`src/rtl/hwag_pkg.sv`:
```
// Shared types and constants for the angle generator and channel scheduler.
package hwag_pkg;

  localparam int ANGLE_WIDTH = 24;
  localparam int ANGLE_TOP   = 3839;

  typedef enum logic {
    ST_IDLE = 1'b0,
    ST_SCAN = 1'b1
  } sched_state_t;

  typedef enum logic {
    CFG_SET   = 1'b0,
    CFG_RESET = 1'b1
  } cfg_sel_t;

endpackage

```
`src/rtl/hwag_chan_sched_if.sv`:
```
// Configuration write bus for the channel scheduler (valid/ready handshake).
interface hwag_chan_sched_if #(
  parameter int CH_NUM      = 4,
  parameter int ANGLE_WIDTH = hwag_pkg::ANGLE_WIDTH
);
  logic                       cfg_valid;
  logic                       cfg_ready;
  logic [$clog2(CH_NUM)-1:0]  cfg_ch;
  logic                       cfg_sel;
  logic [ANGLE_WIDTH-1:0]     cfg_data;

  modport master (
    output cfg_valid, cfg_ch, cfg_sel, cfg_data,
    input  cfg_ready
  );

  modport slave (
    input  cfg_valid, cfg_ch, cfg_sel, cfg_data,
    output cfg_ready
  );
endinterface

```
`src/rtl/hwag_chan_regs.sv`:
```
// Per-channel set/reset angle registers with write decode and read mux.
// HWAG_SCHED_SHADOW_EN adds shadow registers copied to active on i_commit.
module hwag_chan_regs #(
  parameter int CH_NUM      = 4,
  parameter int ANGLE_WIDTH = hwag_pkg::ANGLE_WIDTH,
  parameter int ANGLE_TOP   = hwag_pkg::ANGLE_TOP,
  localparam int CW         = $clog2(CH_NUM)
) (
  input  logic                   clk,
  input  logic                   rst,
  input  logic                   i_wr_en,
  input  logic [CW-1:0]          i_wr_ch,
  input  logic                   i_wr_sel,
  input  logic [ANGLE_WIDTH-1:0] i_wr_data,
`ifdef HWAG_SCHED_SHADOW_EN
  input  logic                   i_commit,
`endif
  input  logic [CW-1:0]          i_rd_ch,
  output logic [ANGLE_WIDTH-1:0] o_set_angle,
  output logic [ANGLE_WIDTH-1:0] o_reset_angle
);
  import hwag_pkg::*;

  // One past the last angle: a value the comparator can never accept.
  localparam logic [ANGLE_WIDTH-1:0] LP_NEVER = ANGLE_WIDTH'(ANGLE_TOP + 1);

  logic [ANGLE_WIDTH-1:0] r_set_angle   [CH_NUM];
  logic [ANGLE_WIDTH-1:0] r_reset_angle [CH_NUM];

`ifdef HWAG_SCHED_SHADOW_EN
  logic [ANGLE_WIDTH-1:0] r_sh_set_angle   [CH_NUM];
  logic [ANGLE_WIDTH-1:0] r_sh_reset_angle [CH_NUM];

  // Commit copies the old shadow; a same-cycle write lands in shadow only.
  always_ff @(posedge clk) begin
    if (rst) begin
      for (int unsigned k = 0; k < unsigned'(CH_NUM); k++) begin
        r_set_angle[k]      <= LP_NEVER;
        r_reset_angle[k]    <= LP_NEVER;
        r_sh_set_angle[k]   <= LP_NEVER;
        r_sh_reset_angle[k] <= LP_NEVER;
      end
    end else begin
      if (i_wr_en) begin
        if (cfg_sel_t'(i_wr_sel) == CFG_RESET) r_sh_reset_angle[i_wr_ch] <= i_wr_data;
        else                                   r_sh_set_angle[i_wr_ch]   <= i_wr_data;
      end
      if (i_commit) begin
        for (int unsigned k = 0; k < unsigned'(CH_NUM); k++) begin
          r_set_angle[k]   <= r_sh_set_angle[k];
          r_reset_angle[k] <= r_sh_reset_angle[k];
        end
      end
    end
  end
`else
  always_ff @(posedge clk) begin
    if (rst) begin
      for (int unsigned k = 0; k < unsigned'(CH_NUM); k++) begin
        r_set_angle[k]   <= LP_NEVER;
        r_reset_angle[k] <= LP_NEVER;
      end
    end else if (i_wr_en) begin
      if (cfg_sel_t'(i_wr_sel) == CFG_RESET) r_reset_angle[i_wr_ch] <= i_wr_data;
      else                                   r_set_angle[i_wr_ch]   <= i_wr_data;
    end
  end
`endif

  assign o_set_angle   = r_set_angle[i_rd_ch];
  assign o_reset_angle = r_reset_angle[i_rd_ch];

endmodule

```
`src/rtl/hwag_chan_sched.sv`:
```
// Angle-step driven channel scheduler: one shared comparator pair scans channels serially.
// HWAG_SCHED_SHADOW_EN selects shadowed configuration committed at angle 0.
module hwag_chan_sched #(
  parameter int CH_NUM      = 4,
  parameter int ANGLE_WIDTH = hwag_pkg::ANGLE_WIDTH,
  parameter int ANGLE_TOP   = hwag_pkg::ANGLE_TOP
) (
  input  logic                   clk,
  input  logic                   rst,
  input  logic                   hwag_start,
  input  logic [ANGLE_WIDTH-1:0] acnt,
  hwag_chan_sched_if.slave       cfg,
  output logic [CH_NUM-1:0]      ch_out,
  output logic                   overrun
);
  import hwag_pkg::*;

  localparam int CW = $clog2(CH_NUM);
  localparam logic [ANGLE_WIDTH-1:0] LP_TOP  = ANGLE_WIDTH'(ANGLE_TOP);
  localparam logic [CW-1:0]          LP_LAST = CW'(CH_NUM - 1);

  sched_state_t           r_state;
  sched_state_t           w_state_nxt;
  logic [ANGLE_WIDTH-1:0] r_acnt_q;
  logic                   r_start_q;
  logic [CW-1:0]          r_ch_idx;
  logic [CW-1:0]          w_idx_nxt;
  logic [ANGLE_WIDTH-1:0] r_scan_angle;
  logic [ANGLE_WIDTH-1:0] w_scan_nxt;
  logic [ANGLE_WIDTH-1:0] r_pend_angle;
  logic [ANGLE_WIDTH-1:0] w_pend_nxt;
  logic                   r_step_pend;
  logic                   w_pend_flag_nxt;
  logic                   w_ovr_set;
  logic [CH_NUM-1:0]      r_ch_out;
  logic                   r_overrun;

  logic                   w_step;
  logic                   w_last;
  logic                   w_cfg_ready;
  logic                   w_wr_en;
  logic [ANGLE_WIDTH-1:0] w_set_angle;
  logic [ANGLE_WIDTH-1:0] w_reset_angle;
  logic                   w_in_range;
  logic                   w_set_hit;
  logic                   w_reset_hit;

  assign w_step = hwag_start && ((acnt != r_acnt_q) || !r_start_q);
  assign w_last = (r_ch_idx == LP_LAST);

`ifdef HWAG_SCHED_SHADOW_EN
  logic w_commit;
  // Scan of angle 0 is about to start (entry or rescan): publish shadow now.
  assign w_commit    = (w_state_nxt == ST_SCAN) && (w_idx_nxt == '0) && (w_scan_nxt == '0);
  assign w_cfg_ready = !rst;
`else
  assign w_cfg_ready = !rst && (r_state == ST_IDLE) && !w_step;
`endif

  assign cfg.cfg_ready = w_cfg_ready;
  assign w_wr_en       = cfg.cfg_valid && w_cfg_ready;

  hwag_chan_regs #(
    .CH_NUM      (CH_NUM),
    .ANGLE_WIDTH (ANGLE_WIDTH),
    .ANGLE_TOP   (ANGLE_TOP)
  ) u_regs (
    .clk           (clk),
    .rst           (rst),
    .i_wr_en       (w_wr_en),
    .i_wr_ch       (cfg.cfg_ch),
    .i_wr_sel      (cfg.cfg_sel),
    .i_wr_data     (cfg.cfg_data),
`ifdef HWAG_SCHED_SHADOW_EN
    .i_commit      (w_commit),
`endif
    .i_rd_ch       (r_ch_idx),
    .o_set_angle   (w_set_angle),
    .o_reset_angle (w_reset_angle)
  );

  assign w_in_range  = (r_scan_angle <= LP_TOP);
  assign w_set_hit   = w_in_range && (r_scan_angle == w_set_angle);
  assign w_reset_hit = w_in_range && (r_scan_angle == w_reset_angle);

  always_comb begin
    w_state_nxt     = r_state;
    w_idx_nxt       = r_ch_idx;
    w_scan_nxt      = r_scan_angle;
    w_pend_nxt      = r_pend_angle;
    w_pend_flag_nxt = r_step_pend;
    w_ovr_set       = 1'b0;
    if (!hwag_start) begin
      w_state_nxt     = ST_IDLE;
      w_idx_nxt       = '0;
      w_pend_flag_nxt = 1'b0;
    end else begin
      case (r_state)
        ST_IDLE: begin
          if (w_step) begin
            w_state_nxt = ST_SCAN;
            w_scan_nxt  = acnt;
            w_idx_nxt   = '0;
          end
        end
        ST_SCAN: begin
          w_idx_nxt = r_ch_idx + CW'(1);
          if (w_step) begin
            w_pend_nxt      = acnt;
            w_pend_flag_nxt = 1'b1;
            w_ovr_set       = r_step_pend;
          end
          // A step landing on the last channel is taken straight into the rescan.
          if (w_last) begin
            w_idx_nxt = '0;
            if (w_step) begin
              w_scan_nxt      = acnt;
              w_pend_flag_nxt = 1'b0;
            end else if (r_step_pend) begin
              w_scan_nxt      = r_pend_angle;
              w_pend_flag_nxt = 1'b0;
            end else begin
              w_state_nxt = ST_IDLE;
            end
          end
        end
        default: w_state_nxt = ST_IDLE;
      endcase
    end
  end

  always_ff @(posedge clk) begin
    if (rst) begin
      r_state      <= ST_IDLE;
      r_acnt_q     <= '0;
      r_start_q    <= 1'b0;
      r_ch_idx     <= '0;
      r_scan_angle <= '0;
      r_pend_angle <= '0;
      r_step_pend  <= 1'b0;
      r_ch_out     <= '0;
      r_overrun    <= 1'b0;
    end else begin
      r_state      <= w_state_nxt;
      r_acnt_q     <= acnt;
      r_start_q    <= hwag_start;
      r_ch_idx     <= w_idx_nxt;
      r_scan_angle <= w_scan_nxt;
      r_pend_angle <= w_pend_nxt;
      r_step_pend  <= w_pend_flag_nxt;
      r_overrun    <= r_overrun | w_ovr_set;
      if (!hwag_start) begin
        r_ch_out <= '0;
      end else if (r_state == ST_SCAN) begin
        if (w_reset_hit)    r_ch_out[r_ch_idx] <= 1'b0;
        else if (w_set_hit) r_ch_out[r_ch_idx] <= 1'b1;
      end
    end
  end

  assign ch_out  = r_ch_out;
  assign overrun = r_overrun;

endmodule

```
`src/flat_wrapper.sv`:
```
// flat-port wrapper written by rule: the top's interface ports become plain ports
module hwag_chan_sched_flat import hwag_pkg::*;
#(
  parameter int CH_NUM      = 4,
  parameter int ANGLE_WIDTH = hwag_pkg::ANGLE_WIDTH,
  parameter int ANGLE_TOP   = hwag_pkg::ANGLE_TOP
)
  (clk, rst, hwag_start, acnt, ch_out, overrun, cfg_cfg_valid, cfg_cfg_ch, cfg_cfg_sel, cfg_cfg_data, cfg_cfg_ready);
  hwag_chan_sched_if #(.CH_NUM(CH_NUM), .ANGLE_WIDTH(ANGLE_WIDTH)) cfg_i ();
  input  logic clk;
  input  logic rst;
  input  logic hwag_start;
  input  logic [ANGLE_WIDTH-1:0] acnt;
  output logic [CH_NUM-1:0] ch_out;
  output logic overrun;
  input wire logic [$bits(cfg_i.cfg_valid)-1:0] cfg_cfg_valid;
  input wire logic [$bits(cfg_i.cfg_ch)-1:0] cfg_cfg_ch;
  input wire logic [$bits(cfg_i.cfg_sel)-1:0] cfg_cfg_sel;
  input wire logic [$bits(cfg_i.cfg_data)-1:0] cfg_cfg_data;
  output wire logic [$bits(cfg_i.cfg_ready)-1:0] cfg_cfg_ready;
  assign cfg_i.cfg_valid = cfg_cfg_valid;
  assign cfg_i.cfg_ch = cfg_cfg_ch;
  assign cfg_i.cfg_sel = cfg_cfg_sel;
  assign cfg_i.cfg_data = cfg_cfg_data;
  assign cfg_cfg_ready = cfg_i.cfg_ready;
  hwag_chan_sched #(.CH_NUM(CH_NUM), .ANGLE_WIDTH(ANGLE_WIDTH), .ANGLE_TOP(ANGLE_TOP)) u_core (.clk(clk), .rst(rst), .hwag_start(hwag_start), .acnt(acnt), .cfg(cfg_i), .ch_out(ch_out), .overrun(overrun));
endmodule
```
`config.mk`:
```
export PLATFORM = sky130hd
export DESIGN_NAME = hwag_chan_sched_flat
export DESIGN_NICKNAME = d
export VERILOG_FILES = /design/src/rtl/hwag_pkg.sv /design/src/rtl/hwag_chan_sched_if.sv /design/src/rtl/hwag_chan_regs.sv /design/src/rtl/hwag_chan_sched.sv /design/src/flat_wrapper.sv
export SDC_FILE = /design/constraint.sdc
export NUM_CORES = 1
export LEC_CHECK = 0
export ABC_CLOCK_PERIOD_IN_PS = 4150
export CAP_MARGIN = 20
export CORE_ASPECT_RATIO = 0.5
export CORE_MARGIN = 1
export CORE_UTILIZATION = 36
export CTS_CLUSTER_SIZE = 10
export DETAILED_ROUTE_END_ITERATION = 8
export PLACE_DENSITY_LB_ADDON = 0.08
export SETUP_SLACK_MARGIN = 0.15
export SLEW_MARGIN = 40
export SYNTH_ARGS = -nofsm -noshare
export SYNTH_HDL_FRONTEND = slang
export SYNTH_SLANG_ARGS = --single-unit
export TNS_END_PERCENT = 1
```
`constraint.sdc`:
```
create_clock -name clk -period 4.15 [get_ports clk]
set_clock_uncertainty 0.2 [all_clocks]
set_input_delay 0.83 -clock clk [delete_from_list [all_inputs] [get_ports clk]]
set_output_delay 0.83 -clock clk [all_outputs]
set_load 0.01 [all_outputs]
```
==> results.md, run 1 <==
* Placed Area at between 0.01 and 0.015 mm^2
* Die W at 267 um
* Post-synthesis cell area at about 0.013 mm^2
* Initial antenna violation count at 2
* CTS tree: built
* CTS Buffer Depth at 3
* Register area share after synthesis at roughly 59%
* Fin. max-slew vios at 0
* Flop pwr share at between 50 and 60%
* Top-area cell type share of the netlist area at between 40% and 50%
* DR iter-0 viols at between 700 and 800
* Critical Path Sink Type: primary output
* Critical-path cell list: clkdlybuf4s50_1 > xnor2_2 > nand4_1 > or4b_4 > o31a_4 > nor2_2 > clkdlybuf4s15_2
* Via Count at 8,244
* Final worst-path cycle share at between 90% and 100%
* Achievable frequency at 256 MHz
* Switching power total at about 1.4 mW
* Setup CP Type: input port to primary output
* Utilization after layout at between 40% and 50%
* Antenna Cells at 0
* Final setup TNS at 0 ns
* DIE AREA at between 0.03 and 0.04 mm^2
* # hold bufs at CTS at 0
* Port-buffer cells at 60
* Status: finished, final reports clean
* CP required at between 3 and 4 ns
* Root buf cell: clkbuf_16
* Logic pwr share at under 10%
* Cells after Synth at roughly 1,000
* Tot Pwr at approximately 6 mW
* Via density per instance at roughly 5.3
* Remaining antenna violation count at 0
* Hold Vio Cnt, Final at 0
* Starting density of the core at 36.6%
* CP max-delay cell: or4b_4
* Global-route wire length before repair at approximately 54,000 um
* Lkg Pwr at 5.32 nW
* Most frequent cells after synthesis: edfxtp_1 (192), and2_1 (161), dfxtp_1 (84)
* Row count at 48
* Hold Crit Class: flop to flop
* CP arrival at about 2.9 ns
* Worst vdd ir at between 0.3 and 0.4 mV
* Max incr delay on CP at 0.56 ns
* Gpl congestion at about 0.78
* Clk pwr share at roughly two fifths
* Cell taking the most area after synthesis: edfxtp_1
* Drt wl/cell at ~23 um
* Slew headroom at a little over half
* Syn avg cell area at ~13 um^2
* Ys Warns at 0
* Routed WL at about 36,000 um
* Most frequent cell after synthesis: edfxtp_1
* Clk_lat worst skew at between 0.5 and 0.6 ns
* Layout cell share with drive strength beyond 1 at 18.2%
* Syn nets at ~1.0k
* CTS buffer count at 31
* Clock Sinks at 276
* Net Sw Frac at 23.8%
* Synth top area cells: edfxtp_1 (46%), dfxtp_1 (13%), and2_1 (8.0%), mux4_2 (7.7%), xnor2_1 (2.8%)
* Final setup fails at 0
* Largest net degree at the start of global routing at 82
* Io pins at between 60 and 70
* GRT Residual Overflow at 0
* DRC violations left at 0
* Power density over the cells at 397 mW/mm^2
* Max Cap Violations at 0
* Vias in the first global route at 8,255
* Clock-pin transition on the worst setup and hold timing paths at roughly 0.06 ns
* Placeable Area at around 0.035 mm^2
* Crit path max fanout at 2
* RSZ-0062 raised after global routing: no
* Final Cell Area at 0.0153 mm^2
* Total GRT Usage at around a fifth
* First-pass DRT Iterations at 4
* Final min period at 3.91 ns
* Least-Margin Pin Slew at 0.713 ns
* Htree depth at 1
* Ys async rst share at 0%
* Post-synth EDFFs at between 150 and 200
* Main synth FF type: edfxtp_1
* Die height at around 130 um
* Yosys cell types at 53
* DP HPWL at roughly 24,000 um
* Int Pwr at around 4.6 mW
* Startpoint types: input port
* Register bit total from synthesis at 276
* Area Overhead vs Synth at 20.8%
* Nets at 1,142
==> cell families (layout without fill, tap and decap cells) <==
group	count (synthesis)	count (layout)	share of synthesized area, %
buf+inv	77	189	2.59
mux	56	56	8.71
xor+xnor	68	68	4.71
simple gates	370	370	18.3
fa+ha+maj	4	4	0.396
flops	276	276	58.9
compound gates	127	127	6.42
==> cells in the final DEF (no fill, tap or decap), drive strengths merged, types with 3 or more instances in the layout <==
cell / netlist / layout
a21o: 3 / 3
a21oi: 52 / 52
a22oi: 5 / 5
a311oi: 24 / 24
and2: 161 / 161
buf: 20 / 79
clkbuf: 46 / 39
clkdlybuf4s50: 0 / 52
dfxtp: 84 / 84
dlymetal6s2s: 0 / 6
edfxtp: 192 / 192
ha: 4 / 4
inv: 11 / 12
mux2i: 11 / 11
mux4: 43 / 43
nand2: 33 / 33
nand2b: 17 / 17
nand3: 54 / 54
nand4: 16 / 16
nor2: 8 / 8
nor2b: 24 / 24
nor3: 4 / 4
nor4: 15 / 15
o211ai: 3 / 3
o21ai: 26 / 26
or2: 7 / 7
or2b: 18 / 18
xnor2: 41 / 41
xor2: 27 / 27
==> metal layers <==
layer  vias up  part of all wire, %  GRT usage, %
met5         -                    0             0
met4         0                  1.2          3.22
met3        41                  5.1          3.46
met2       216                   45          32.5
met1      4209                   49          30.4
li1       3778                    -             -
==> final timing paths <==
kind	end	slack, ns	depth (start not counted)	startpoint
worst max-delay path	cfg_cfg_ready	0.24	7	acnt[1]
worst min-delay path	u_core.r_pend_angle[10]	0.26	2	u_core.r_pend_angle[10]
worst max register to register	flop	0.86	9	flop
worst min register to register	u_core.r_pend_angle[10]	0.26	2	u_core.r_pend_angle[10]
==> sequential cells by signal, indices dropped and copies added (netlist names), named ones only <==
signal	flops
u_core.r_pend_angle	24
u_core.u_regs.r_set_angle	96
u_core.r_acnt_q	24
u_core.overrun	1
u_core.r_state	1
u_core.r_start_q	1
u_core.u_regs.r_reset_angle	96
u_core.r_scan_angle	24
u_core.r_step_pend	1
u_core.r_ch_idx	2
==> critical path, delay by kind of cell <==
family | cells | cell delay (ns)
and+or+nand+nor | 3 | 0.82
buffers and inverters | 2 | 0.76
AOI/OAI and AO/OA | 1 | 0.31
xor gates and xnor gates | 1 | 0.15
==> timing repair <==
item,in CTS,in global routing
pin swaps,4,8
endpoints found under the hold margin,0,0
endpoints found under the setup margin,1,1
resized for setup,8,10
setup buffers,1,1
==> layout make-up <==
class	instances	area (um^2)
multi-input combinational	625	4950
timing repair buffer	138	1410
fill	3149	19300
inverter	11	41.3
sequential	276	7450
clock buffer	39	816
clock inverter	1	8.76
tap	475	594
==> metrics by stage <==
step	hold slack (ns)	cells	setup slack, ns
floorplan	0.237	978	0.581
global placement	0.243	1522	-0.293
detailed placement	0.253	1522	-0.282
CTS	0.261	1563	0.164
global route	0.278	1565	0.170
finish	0.261	1565	0.245
==> power by group through the flow <==
stage                     Sequential, mW  Clock [mW]  Combinational (mW)
after floorplan                     3.13           0               0.277
after global placement              3.17           0               0.521
after detailed placement            3.18           0               0.526
after CTS                           3.12        2.47               0.533
after global routing                3.13        2.57               0.579
final                               3.12        2.41               0.533
Power figures use the tool's default switching activity.
==> run 2: changes to the inputs <==
--- a/config.mk
+++ b/config.mk
@@ -9,10 +9,11 @@
 export CAP_MARGIN = 20
 export CORE_ASPECT_RATIO = 0.5
 export CORE_MARGIN = 1
-export CORE_UTILIZATION = 36
+export CORE_UTILIZATION = 60
 export CTS_CLUSTER_SIZE = 10
 export DETAILED_ROUTE_END_ITERATION = 8
-export PLACE_DENSITY_LB_ADDON = 0.08
+export GPL_TIMING_DRIVEN = 0
+export PLACE_DENSITY = 0.79
 export SETUP_SLACK_MARGIN = 0.15
 export SLEW_MARGIN = 40
 export SYNTH_ARGS = -nofsm -noshare
==> run 2 against run 1 <==
  * Final cell count down 13%
  * Sequential share of layout area up 2.4 points
  * Via count up 5.7%
  * Flip-flop and latch count unchanged
  * Sequential power about the same
  * Setup slack better by 0.0015 ns
  * Combinational power down 9.4%
  * Critical path depth up 1
  * First-iteration DRC count up 31%
  * Register-to-register slack worse by 0.42 ns
==> results.md, run 2 (synthesis gave the netlist of run 1 again) <==
* First-pass DRT Iterations at 9 (was 4)
* Startpoint types: input port (unchanged)
* Row count at 37 (was 48)
* Global-route wire length before repair at 50,400 um (was 54,100 um)
* CTS Buffer Depth at 3 (unchanged)
* Clock-pin transition on the worst setup and hold timing paths at 0.05 ns (was 0.06 ns)
* CP required at 3.12 ns (about the same)
* Critical Path Sink Type: primary output (unchanged)
* Htree depth at 1 (unchanged)
* Io pins at 61 (unchanged)
* Drt wl/cell at 24.4 um (was 23.1 um)
* CTS buffer count at 31 (unchanged)
* Worst vdd ir at 0.294 mV (was 0.319 mV)
* Port-buffer cells at 60 (unchanged)
* Placed Area at 0.0136 mm^2 (was 0.0143 mm^2)
* Via density per instance at 6.42 (was 5.27)
* Int Pwr at 4.62 mW (about the same)
* Status: finished, final reports clean (unchanged)
* Lkg Pwr at 5.09 nW (was 5.32 nW)
* Achievable frequency at 256 MHz (about the same)
* Flop pwr share at 51.6% (was 51.4%)
* DIE AREA at 0.0217 mm^2 (was 0.0359 mm^2)
* Net Sw Frac at 23.2% (was 23.8%)
* Setup CP Type: input port to primary output (unchanged)
* FILL cells at 1,431 (was 3,149)
* Crit path max fanout at 10 (was 2)
* Max Cap Violations at 0 (unchanged)
* Leading cell type in the layout, fill and taps excluded: edfxtp_1 (unchanged)
* Hold Crit Class: flop to flop (unchanged)
* Area Overhead vs Synth at 15.0% (was 20.8%)
* Fin. max-slew vios at 0 (unchanged)
* Clock Sinks at 276 (unchanged)
* Initial antenna violation count at 0 (was 2)
* Final min period at 3.90 ns (was 3.91 ns)
* DR iter-0 viols at 949 (was 726)
* Final Cell Area at 0.0145 mm^2 (was 0.0153 mm^2)
* Final setup fails at 0 (unchanged)
* Least-Margin Pin Slew at 0.891 ns (was 0.713 ns)
* Layout cell share with drive strength beyond 1 at 13.4% (was 18.2%)
* DRC violations left at 0 (unchanged)
* Slew headroom at 40.6% (was 52.5%)
* Final worst-path cycle share at 94.1% (about the same)
* Routed WL at 33,200 um (was 36,100 um)
* Top flop regs: u_core.u_regs.r_reset_angle: 96 flops, u_core.u_regs.r_set_angle: 96 flops (unchanged)
* CP arrival at 2.87 ns (was 2.88 ns)
* Placeable Area at 0.0206 mm^2 (was 0.0345 mm^2)
* Power density over the cells at 414 mW/mm^2 (was 397 mW/mm^2)
* Largest net degree at the start of global routing at 25 (was 82)
* Die W at 207 um (was 267 um)
* Most frequent cells in the layout: edfxtp_1 (192), and2_1 (161), dfxtp_1 (84) (was edfxtp_1 (192), and2_1 (160), dfxtp_1 (81))
* Switching power total at 1.40 mW (was 1.45 mW)
* Logic pwr share at 8.0% (was 8.8%)
* Die height at 105 um (was 135 um)
* Root buf cell: clkbuf_16 (unchanged)
* Vias in the first global route at 8,629 (was 8,255)
* Nets at 1,135 (was 1,142)
* CTS tree: built (unchanged)
* Final setup TNS at 0 ns (unchanged)
* DP HPWL at 22,500 um (was 23,500 um)
* Gpl congestion at 0.946 (was 0.777)
* Hold Vio Cnt, Final at 0 (unchanged)
* Remaining antenna violation count at 0 (unchanged)
* Via Count at 8,717 (was 8,244)
* Starting density of the core at 61.4% (was 36.6%)
* RSZ-0062 raised after global routing: no (unchanged)
* Clk_lat worst skew at 0.57 ns (was 0.58 ns)
* GRT Residual Overflow at 0 (unchanged)
* Total GRT Usage at 31.2% (was 20.6%)
* Antenna Cells at 0 (unchanged)
* Clk pwr share at 40.4% (was 39.8%)
## run 2: cell types whose count changed in the layout (fill, tap and decap cells not counted), sizes merged
cell           change
dlymetal6s2s       +4
clkdlybuf4s15      +1
clkbuf            +49
bufinv             +1
buf               -52
dlygate4sd2        +7
clkdlybuf4s50     -16
## run 2: layer usage
layer / vias up / GRT usage (%) / part of all wire, %
met1: 4361 / 42.5 / 40
li1: 3772 / - / -
met2: 506 / 49.9 / 46
met4: 0 / 8.69 / 2.5
met5: - / 0 / 0
met3: 78 / 8.12 / 11
## run 2: path summary, 6_finish.rpt
path	startpoint	end	slack, ns	cells past startpoint
hold reg to reg	u_core.r_pend_angle[2]	u_core.r_pend_angle[2]	0.26	2
setup reg to reg	u_core.r_acnt_q[21]	u_core.u_regs.r_set_angle[1][13]	0.44	7
setup / recovery	acnt[18]	cfg_cfg_ready	0.25	8
hold / removal	u_core.r_pend_angle[2]	u_core.r_pend_angle[2]	0.26	2
## run 2: final cells by class
cell class / instances / area [um^2] / area share, %
Inverter: 11 / 41.3 / 0.284
Multi-Input combinational cell: 625 / 4930 / 33.9
Tap cell: 273 / 342 / 2.35
Timing Repair Buffer: 65 / 632 / 4.35
Sequential cell: 276 / 7450 / 51.2
Clock buffer: 39 / 806 / 5.54
Clock inverter: 2 / 38.8 / 0.267
Buffer: 66 / 304 / 2.09
## run 2: repair_timing
| item | in CTS | in global routing |
|---|---|---|
| hold buffers | 0 | 0 |
| pin swaps | 13 | 9 |
| endpoints found under the setup margin | 193 | 67 |
| resized for setup | 36 | 16 |
| buffers inserted | 4 | 1 |
## run 2: critical path, stage by stage
cell and delay, ns:
clkdlybuf4s50_1 0.53, xnor2_1 0.25, o21ai_0 0.27, o31a_4 0.45
buf_12 0.17, buf_6 0.14, nor2_1 0.09, buf_2 0.14
## run 2: metrics by stage
step | total power [mW] | utilization, % | setup WS (ns) | hold slack (ns) | cells
floorplan | 3.41 | - | 0.581 | 0.237 | 978
global placement | 3.61 | 66.0 | -0.919 | 0.244 | 1311
detailed placement | 3.63 | 66.0 | -0.934 | 0.252 | 1311
CTS | 6.01 | 70.4 | 0.176 | 0.261 | 1356
global route | 6.17 | 70.6 | 0.167 | 0.288 | 1357
finish | 6.02 | 70.6 | 0.246 | 0.256 | 1357
## run 2: power by group through the flow
stage | Clock (mW) | Combinational, mW | Sequential, mW
CTS | 2.43 | 0.476 | 3.10
global placement | 0 | 0.457 | 3.15
detailed placement | 0 | 0.469 | 3.16
floorplan | 0 | 0.277 | 3.13
global route | 2.54 | 0.515 | 3.11
finish | 2.43 | 0.483 | 3.11
==> run 3: changes to the inputs <==
--- a/config.mk
+++ b/config.mk
@@ -13,6 +13,7 @@
 export CTS_CLUSTER_SIZE = 10
 export DETAILED_ROUTE_END_ITERATION = 8
 export GPL_TIMING_DRIVEN = 0
+export MAX_ROUTING_LAYER = met4
 export PLACE_DENSITY = 0.79
 export SETUP_SLACK_MARGIN = 0.15
 export SLEW_MARGIN = 40
==> run 3 against run 2 <==
  * Largest cell class unchanged
  * Flip-flop and latch count unchanged
  * The flow now finishes with violations (design-rule violations)
  * Highest routed layer unchanged
  * Via count decreased by 1.5%
  * Non-clock buffer count increased by 4
  * Global-route usage increased by 0.84 points
  * Clock power about the same
  * Die area unchanged
  * Final cell count increased by 0.29%
==> results.md, run 3 (synthesis gave the netlist of run 1 again) <==
* CTS tree: built (unchanged)
* Fin. max-slew vios at 0 (unchanged)
* Final worst-path cycle share at 94.8% (was 94.1%)
* Most frequent cells in the layout: edfxtp_1 (192), and2_1 (161), dfxtp_1 (84) (unchanged)
* Via Count at 8,585 (was 8,717)
* Least-Margin Pin Slew at 0.841 ns (was 0.891 ns)
* Final Cell Area at 0.0146 mm^2 (was 0.0145 mm^2)
* DP HPWL at 22,400 um (was 22,500 um)
* Layout cell share with drive strength beyond 1 at 13.6% (was 13.4%)
* Drt wl/cell at 24.2 um (was 24.4 um)
* DIE AREA at 0.0217 mm^2 (unchanged)
* Power density over the cells at 412 mW/mm^2 (was 414 mW/mm^2)
* # hold bufs at CTS at 0 (unchanged)
* Utilization after layout at 70.8% (was 70.6%)
* Critical-path cell list: dlygate4sd2_1 > xnor2_1 > nand4_1 > or4b_4 > o31a_4 > buf_12 > buf_4 > nor2_2 > buf_2 (was clkdlybuf4s50_1 > xnor2_1 > o21ai_0 > o31a_4 > buf_12 > buf_6 > nor2_1 > buf_2)
* Global-route wire length before repair at 49,800 um (was 50,400 um)
* Largest net degree at the start of global routing at 25 (unchanged)
* Gpl congestion at 0.903 (was 0.946)
* Via density per instance at 6.31 (was 6.42)
* Tot Pwr at 6.02 mW (about the same)
* CP required at 3.12 ns (about the same)
* Clock-pin transition on the worst setup and hold timing paths at 0.06 ns (was 0.05 ns)
* CTS buffer count at 31 (unchanged)
* Placed Area at 0.0136 mm^2 (unchanged)
* Critical Path Sink Type: primary output (unchanged)
* Final WS setup at 0.216 ns (was 0.246 ns)
* CP max-delay cell: or4b_4 (was clkdlybuf4s50_1)
* First-pass DRT Iterations at 9 (unchanged)
* Achievable frequency at 254 MHz (was 256 MHz)
* Total GRT Usage at 32.0% (was 31.2%)
* RSZ-0062 raised after global routing: no (unchanged)
* Io pins at 61 (unchanged)
* Initial antenna violation count at 0 (unchanged)
* Root buf cell: clkbuf_16 (unchanged)
* Antenna Cells at 0 (unchanged)
* Remaining antenna violation count at 0 (unchanged)
* Nets at 1,139 (was 1,135)
* DRC violations left at 17 (was 0)
* Placed Cells at 1,311 (unchanged)
* Worst path bufs/invs at 4 (unchanged)
* Starting density of the core at 61.4% (unchanged)
* Max incr delay on CP at 0.59 ns (was 0.53 ns)
* Routed WL at 32,900 um (was 33,200 um)
* Non-Filler Instances at 1,361 (was 1,357)
* Vias in the first global route at 8,478 (was 8,629)
* Final setup fails at 0 (unchanged)
* Htree depth at 1 (unchanged)
* Worst vdd ir at 0.344 mV (was 0.294 mV)
* Startpoint types: input port (unchanged)
* Place WS at -0.910 ns (was -0.934 ns)
* Port-buffer cells at 60 (unchanged)
* Slew headroom at 43.9% (was 40.6%)
* Die W at 207 um (unchanged)
* Lkg Pwr at 5.09 nW (about the same)
* Row count at 37 (unchanged)
* CTS Buffer Depth at 3 (unchanged)
* Die height at 105 um (unchanged)
* DR iter-0 viols at 1,024 (was 949)
* Max Cap Violations at 0 (unchanged)
* Placeable Area at 0.0206 mm^2 (unchanged)
* Final min period at 3.93 ns (was 3.90 ns)
* GRT Residual Overflow at 0 (unchanged)
* Clock Sinks at 276 (unchanged)
* Leading cell type in the layout, fill and taps excluded: edfxtp_1 (unchanged)
* Setup CP Type: input port to primary output (unchanged)
* Hold Crit Class: flop to flop (unchanged)
* CP arrival at 2.90 ns (was 2.87 ns)
* Crit path max fanout at 10 (unchanged)
* Status: complete, but fails checks (was finished, final reports clean)
* Hold Vio Cnt, Final at 0 (unchanged)
* CP top delay family: simple AND/OR/NAND/NOR gates (was buffers and inverters)
* Failing checks: design-rule violations
* Top flop regs: u_core.u_regs.r_reset_angle: 96 flops, u_core.u_regs.r_set_angle: 96 flops (unchanged)
* Area Overhead vs Synth at 15.4% (was 15.0%)
* Clk_lat worst skew at 0.57 ns (about the same)
[run 3: per-layer routing]
metal | vias up | wire length, um | global-route usage (%)
met5 | - | 0 | -
met2 | 512 | 15000 | 49.3
met4 | 0 | 829 | 8.32
li1 | 3789 | - | -
met3 | 73 | 3300 | 5.59
met1 | 4211 | 13800 | 44.6
[run 3: what timing repair did]
action,4_1_cts,5_1_grt
gates resized for setup,40,9
pin swaps,13,9
setup endpoints to repair,193,121
setup buffers,6,3
[run 3: layout make-up]
class	count	area (um^2)
plain buffers	66	302
clock buffers	39	806
clock inverters	2	38.8
fillers	1400	6010
inverters	11	41.3
multi-input cells	625	4950
flip-flops and latches	276	7450
well taps	273	342
repair buffers	69	664
[run 3: metrics by stage]
stage	hold WS, ns	TNS (ns)
finish	0.266	0
global route	0.280	0
CTS	0.260	0
detailed placement	0.252	-187.52
global placement	0.244	-167.52
floorplan	0.237	0
[run 3: worst min-delay path: stages, from the launching register on]
cell and delay [ns]:
dfxtp_1 0.31, nand2_1 0.05, a21oi_1 0.05
[run 3: final timing paths]
check | slack [ns] | endpoint | cells after the start | from
min | 0.27 | u_core.r_pend_angle[15] | 2 | u_core.r_pend_angle[15]
max | 0.22 | cfg_cfg_ready | 9 | acnt[1]
min reg2reg | 0.27 | u_core.r_pend_angle[15] | 2 | u_core.r_pend_angle[15]
max reg2reg | 0.40 | u_core.u_regs.r_reset_angle[2][12] | 8 | u_core.r_acnt_q[21]
[run 3: where the power goes]
| part | internal [mW] | switching, mW | total (mW) |
|---|---|---|---|
| Clock | 1.40 | 1.03 | 2.43 |
| Sequential | 3.04 | 0.0653 | 3.11 |
| Combinational | 0.191 | 0.292 | 0.484 |
| Total | 4.63 | 1.39 | 6.02 |
